[src/rtl/priority_decoder_if.sv]
// rtl/priority_decoder_if.sv - code-in / one-hot-line-out signal bundle for priority_decoder.
// The decode_count member exists only when DECODE_COUNT_EN is defined.
interface priority_decoder_if;
    logic       code_valid;
    logic [1:0] code;
    logic       code_ready;
    logic [3:0] line;
    logic       line_valid;
    logic       busy;
`ifdef DECODE_COUNT_EN
    logic [7:0] decode_count;

    modport master (
        output code_valid, code,
        input  code_ready, line, line_valid, busy, decode_count
    );
    modport slave (
        input  code_valid, code,
        output code_ready, line, line_valid, busy, decode_count
    );
`else
    modport master (
        output code_valid, code,
        input  code_ready, line, line_valid, busy
    );
    modport slave (
        input  code_valid, code,
        output code_ready, line, line_valid, busy
    );
`endif
endinterface

[src/rtl/priority_decoder.sv]
// rtl/priority_decoder.sv - 2-to-4 decoder holding each decoded line for HOLD_CYCLES then one gap cycle.
// Optional DECODE_COUNT_EN adds a saturating 8-bit count of accepted codes.
module priority_decoder #(
    parameter int HOLD_CYCLES = 3
) (
    input  logic               clk,
    input  logic               reset,
    priority_decoder_if.slave  bus
);
    // 0 behaves as 1; values beyond the 4-bit counter range are clamped
    localparam int HOLD_EFF = (HOLD_CYCLES < 1) ? 1 : ((HOLD_CYCLES > 15) ? 15 : HOLD_CYCLES);
    localparam logic [3:0] HOLD_LOAD = 4'(HOLD_EFF - 1);

    typedef enum logic [1:0] {
        IDLE  = 2'd0,
        DRIVE = 2'd1,
        GAP   = 2'd2
    } state_t;

    state_t     state_q, state_d;
    logic [3:0] cnt_q, cnt_d;
    logic [3:0] line_q, line_d;
    logic       line_valid_q, line_valid_d;
    logic       busy_q, busy_d;
    logic       ready_q, ready_d;
    logic       xfer;

    assign xfer = ready_q && bus.code_valid;

    always_comb begin
        state_d      = state_q;
        cnt_d        = cnt_q;
        line_d       = line_q;
        line_valid_d = 1'b0;
        busy_d       = 1'b0;
        ready_d      = 1'b0;
        case (state_q)
            IDLE: begin
                if (xfer) begin
                    line_d  = 4'b0001 << bus.code;
                    cnt_d   = HOLD_LOAD;
                    state_d = DRIVE;
                end
            end
            DRIVE: begin
                if (cnt_q == 4'd0) begin
                    state_d = GAP;
                end else begin
                    cnt_d = cnt_q - 4'd1;
                end
            end
            GAP: begin
                state_d = IDLE;
            end
            default: begin
                state_d = IDLE;
                cnt_d   = 4'd0;
            end
        endcase
        // Outputs are registered from the next state so they line up with it
        if (state_d != DRIVE) begin
            line_d = 4'b0000;
        end
        line_valid_d = (state_d == DRIVE);
        busy_d       = (state_d != IDLE);
        ready_d      = (state_d == IDLE);
    end

    always_ff @(posedge clk) begin
        if (reset) begin
            state_q      <= IDLE;
            cnt_q        <= 4'd0;
            line_q       <= 4'b0000;
            line_valid_q <= 1'b0;
            busy_q       <= 1'b0;
            ready_q      <= 1'b1;
        end else begin
            state_q      <= state_d;
            cnt_q        <= cnt_d;
            line_q       <= line_d;
            line_valid_q <= line_valid_d;
            busy_q       <= busy_d;
            ready_q      <= ready_d;
        end
    end

    assign bus.code_ready = ready_q;
    assign bus.line       = line_q;
    assign bus.line_valid = line_valid_q;
    assign bus.busy       = busy_q;

`ifdef DECODE_COUNT_EN
    logic [7:0] count_q, count_d;

    always_comb begin
        count_d = count_q;
        if (xfer && (count_q != 8'hFF)) begin
            count_d = count_q + 8'd1;
        end
    end

    always_ff @(posedge clk) begin
        if (reset) begin
            count_q <= 8'd0;
        end else begin
            count_q <= count_d;
        end
    end

    assign bus.decode_count = count_q;
`endif
endmodule

[src/flat_wrapper.sv]
// flat-port wrapper written by rule: the top's interface ports become plain ports
module priority_decoder_flat 
#(
    parameter int HOLD_CYCLES = 3
)
  (clk, reset, bus_code_valid, bus_code, bus_code_ready, bus_line, bus_line_valid, bus_busy);
  priority_decoder_if bus_i ();
  input  logic clk;
  input  logic reset;
  input wire logic [$bits(bus_i.code_valid)-1:0] bus_code_valid;
  input wire logic [$bits(bus_i.code)-1:0] bus_code;
  output wire logic [$bits(bus_i.code_ready)-1:0] bus_code_ready;
  output wire logic [$bits(bus_i.line)-1:0] bus_line;
  output wire logic [$bits(bus_i.line_valid)-1:0] bus_line_valid;
  output wire logic [$bits(bus_i.busy)-1:0] bus_busy;
  assign bus_i.code_valid = bus_code_valid;
  assign bus_i.code = bus_code;
  assign bus_code_ready = bus_i.code_ready;
  assign bus_line = bus_i.line;
  assign bus_line_valid = bus_i.line_valid;
  assign bus_busy = bus_i.busy;
  priority_decoder #(.HOLD_CYCLES(HOLD_CYCLES)) u_core (.clk(clk), .reset(reset), .bus(bus_i));
endmodule
[config.mk]
export PLATFORM = sky130hd
export DESIGN_NAME = priority_decoder_flat
export DESIGN_NICKNAME = d
export VERILOG_FILES = /design/src/rtl/priority_decoder_if.sv /design/src/rtl/priority_decoder.sv /design/src/flat_wrapper.sv
export SDC_FILE = /design/constraint.sdc
export NUM_CORES = 1
export LEC_CHECK = 0
export ABC_CLOCK_PERIOD_IN_PS = 2000
export CAP_MARGIN = 10
export CORE_MARGIN = 2
export CORE_UTILIZATION = 26
export CTS_BUF_LIST = sky130_fd_sc_hd__clkbuf_16
export DETAILED_ROUTE_END_ITERATION = 7
export GPL_TIMING_DRIVEN = 1
export PLACE_DENSITY = 0.59
export SETUP_SLACK_MARGIN = 0.3
export SLEW_MARGIN = 40
export SYNTH_ARGS = -nofsm -noshare
export SYNTH_HDL_FRONTEND = slang
export SYNTH_SLANG_ARGS = --single-unit
[constraint.sdc]
create_clock -name clk -period 2 [get_ports clk]
set_clock_uncertainty 0.15 [all_clocks]
set_input_delay 0.4 -clock clk [delete_from_list [all_inputs] [get_ports clk]]
set_output_delay 0.4 -clock clk [all_outputs]
set_load 0.05 [all_outputs]
==> summary.md <==
| Metric | Value |
|---|---|
| CP Data Required Time | 2020 ps |
| Max VDD drop | 0.696 mV |
| Vias in the first global route | 477 |
| Final Routed Wirelength | 1.15 mm |
| R2R Setup Slk | 370 ps |
| DR vias | 463 |
| 1st-iter DRT viols | 1 |
| Leading area contributor after synthesis | dfxtp_1 |
| WP data arrival | between 1500 and 2000 ps |
| Initial Util | 0.273 |
| Clock latency on the worst-skew pair | 240 ps |
| Synth top area share | 0.492 |
| CTS tree | done |
| DIE HEIGHT | between 40 and 50 µm |
| Min cycle time layout | between 1500 and 2000 ps |
| Total track usage | 0.116 |
| Clock-pin slew on the worst setup and hold paths | about 40 ps |
| Sequential share of the synthesized area | 0.492 |
| Final hold vios | 0 |
| Yosys reg bits | 13 |
| Detailed placer's ending HPWL | around 820 µm |
| Initial antenna violation count | 0 |
| Fin. max-slew vios | 0 |
| TritonRoute pass-1 iters | 4 |
| Top cells by area, synth | dfxtp_1, o2bb2ai_1, ha_1 |
| PortBufs | 11 |
| FMAX | roughly 600 MHz |
| Maxcap violations | 0 |
| Die X | between 40 and 50 µm |
| Final net count | 77 |
| Placed inst area | about 660 µm² |
| Post-route DRC | 0 |
| Final Instance Count excl. Fillers | 96 |
| Netlist cell types | 24 |
| CP Class | flip-flop to flip-flop |
| Final period util | 0.816 |
| CP startpoint kind | flip-flop |
| Status | finished, final reports clean |
| Adder-cell share of the synthesized area | 0.0473 |
| Synth Warn # | 0 |
| Static Leakage | roughly 0.32 nW |
| PwrDens | between 1000 and 1500 nW/µm² |
| Worst min-delay path class | flip-flop to flip-flop |
| CTS Buf Count | 3 |
| Boundary pin count | 12 |
| RD Place Congestion | 0.667 |
| Rel. slew slack | 0.652 |
| CTS Sinks | 13 |
| Mapped cell area | between 500 and 600 µm² |
| Commonest non-fill, non-tap cell in the layout | dfxtp_1 |
| Total Neg Setup Slack | 0 ps |
| Cell Count Post-Placement | 92 |
| Pwr Total | around 1.1 mW |
| Hold buffer count at cts | 0 |
| CORE AREA | around 1900 µm² |
| Pin count of the biggest net entering global routing | 8 |
| Number of vias per cell | roughly 4.8 |
| # diodes | 0 |
| Root cell of the clock tree | clkbuf_16 |
| Share of cells above drive strength 1 | 0.275 |
| Post-Syn Instances | between 50 and 60 |
| Crit path capture type | flip-flop |
| Unrepaired setup endpoints after global routing | true |
| Layout area overhead | 42.6% |
| First-pass GRT wire length | ~2.0 mm |
| Complex-gate fraction of the synthesized area | 0.189 |
| Main combinational cell family by area after synthesis | simple AND/OR/NAND/NOR gates |
| Die area | ~2400 µm² |
| Final core utilization | 0.389 |
| Final ANT Viol Nets | 0 |
| Synth Area in Simple Gates | 0.243 |
| GRT overflow | 0 |
| Worst-Margin Slew | roughly 520 ps |
| Final setup viols | 0 |
| Post-synthesis mux area share | 0 |
| Most frequent cells in the layout | dfxtp_1, buf_4, o2bb2ai_1, nand2_1, clkdlybuf4s50_1 |
| Average cell area after synthesis | 9.99 µm² |
| Core Rows | 16 |
| XOR/XNOR share of the synthesized area | 0 |
| Clk buf depth | 2 |
| Routed len/inst | between 10 and 15 µm |
| Crit path max fanout | 5 |
| Syn Nets | 60 |
| Design area | between 700 and 800 µm² |
| Htree depth | 1 |
synthesized netlist by cell type:
library cell  number
nand3b_1           1
a21oi_1            2
ha_1               2
a31oi_1            1
nor3b_1            2
and3b_1            1
or3_1              1
nor2b_1            1
dfxtp_1           13
or4b_1             1
a221oi_1           1
nor4_1             1
nand2_1            4
nand3_1            3
o2bb2ai_1          4
nor2_1             2
nor2_2             1
inv_1              4
nor3_1             1
or3b_4             1
a22o_1             2
o31ai_1            2
a21o_1             1
or3b_2             1
state kept, by name, indices dropped and copies added, names as in the netlist:
name / flops
u_core.bus.line: 4
u_core.cnt_q: 4
u_core.state_q: 2
u_core.bus.busy: 1
u_core.bus.code_ready: 1
u_core.bus.line_valid: 1
power by group:
group	total, mW	leakage (nW)	internal (mW)	switching (mW)
sequential	0.360	0.107	0.316	0.0435
combinational	0.376	0.169	0.154	0.221
clock	0.373	0.0423	0.264	0.110
critical path: stages (launching register included):
cell and delay, ps:
dfxtp_2 330, inv_2 70, ha_1 150, or3b_4 410, or3_1 320, a31oi_1 120
final cells by class:
class                   instances  area, µm²
clock buffers                   3       75.1
flip-flops and latches         13        263
inverters                       4       15.0
clock inverters                 1       3.75
repair buffers                 12        100
well taps                      27       33.8
multi-input cells              36        264
fillers                       201       1190
path summary, 6_finish.rpt:
| check | start | to | cells after the start |
|---|---|---|---|
| setup reg to reg | u_core.cnt_q[1]$_SDFFE_PP0P_ | u_core.cnt_q[1]$_SDFFE_PP0P_ | 5 |
| setup / recovery | u_core.cnt_q[1]$_SDFFE_PP0P_ | u_core.cnt_q[1]$_SDFFE_PP0P_ | 5 |
| hold reg to reg | u_core.bus.line[3]$_SDFFE_PP0P_ | u_core.bus.line[3]$_SDFFE_PP0P_ | 1 |
| hold / removal | u_core.bus.line[3]$_SDFFE_PP0P_ | u_core.bus.line[3]$_SDFFE_PP0P_ | 1 |
metal layers:
layer | vias up | track usage | part of all wire
met2 | 13 | 0.198 | 0.50
met3 | 5 | 0.0276 | 0.046
met4 | 0 | 0.100 | 0.038
li1 | 229 | - | -
met1 | 216 | 0.117 | 0.41
met5 | - | 0 | 0
per-stage QoR:
stage          setup WS (ps)  hold slack (ps)
2_1_floorplan            432              319
3_3_place_gp            85.7              305
3_5_place_dp            58.3              309
4_1_cts                  308              326
5_1_grt                  285              347
6_report                 367              324
what timing repair did:
action	4_1_cts	5_1_grt
buffers inserted	0	0
resized for setup	2	5
endpoints found under the setup margin	3	4
logic make-up (layout without fill, tap and decap cells):
| family | count (synthesis) | in the layout |
|---|---|---|
| simple gates | 21 | 21 |
| compound gates | 13 | 13 |
| flops | 13 | 13 |
| buf+inv | 4 | 20 |
| fa+ha+maj | 2 | 2 |
Power figures use the tool's default switching activity.
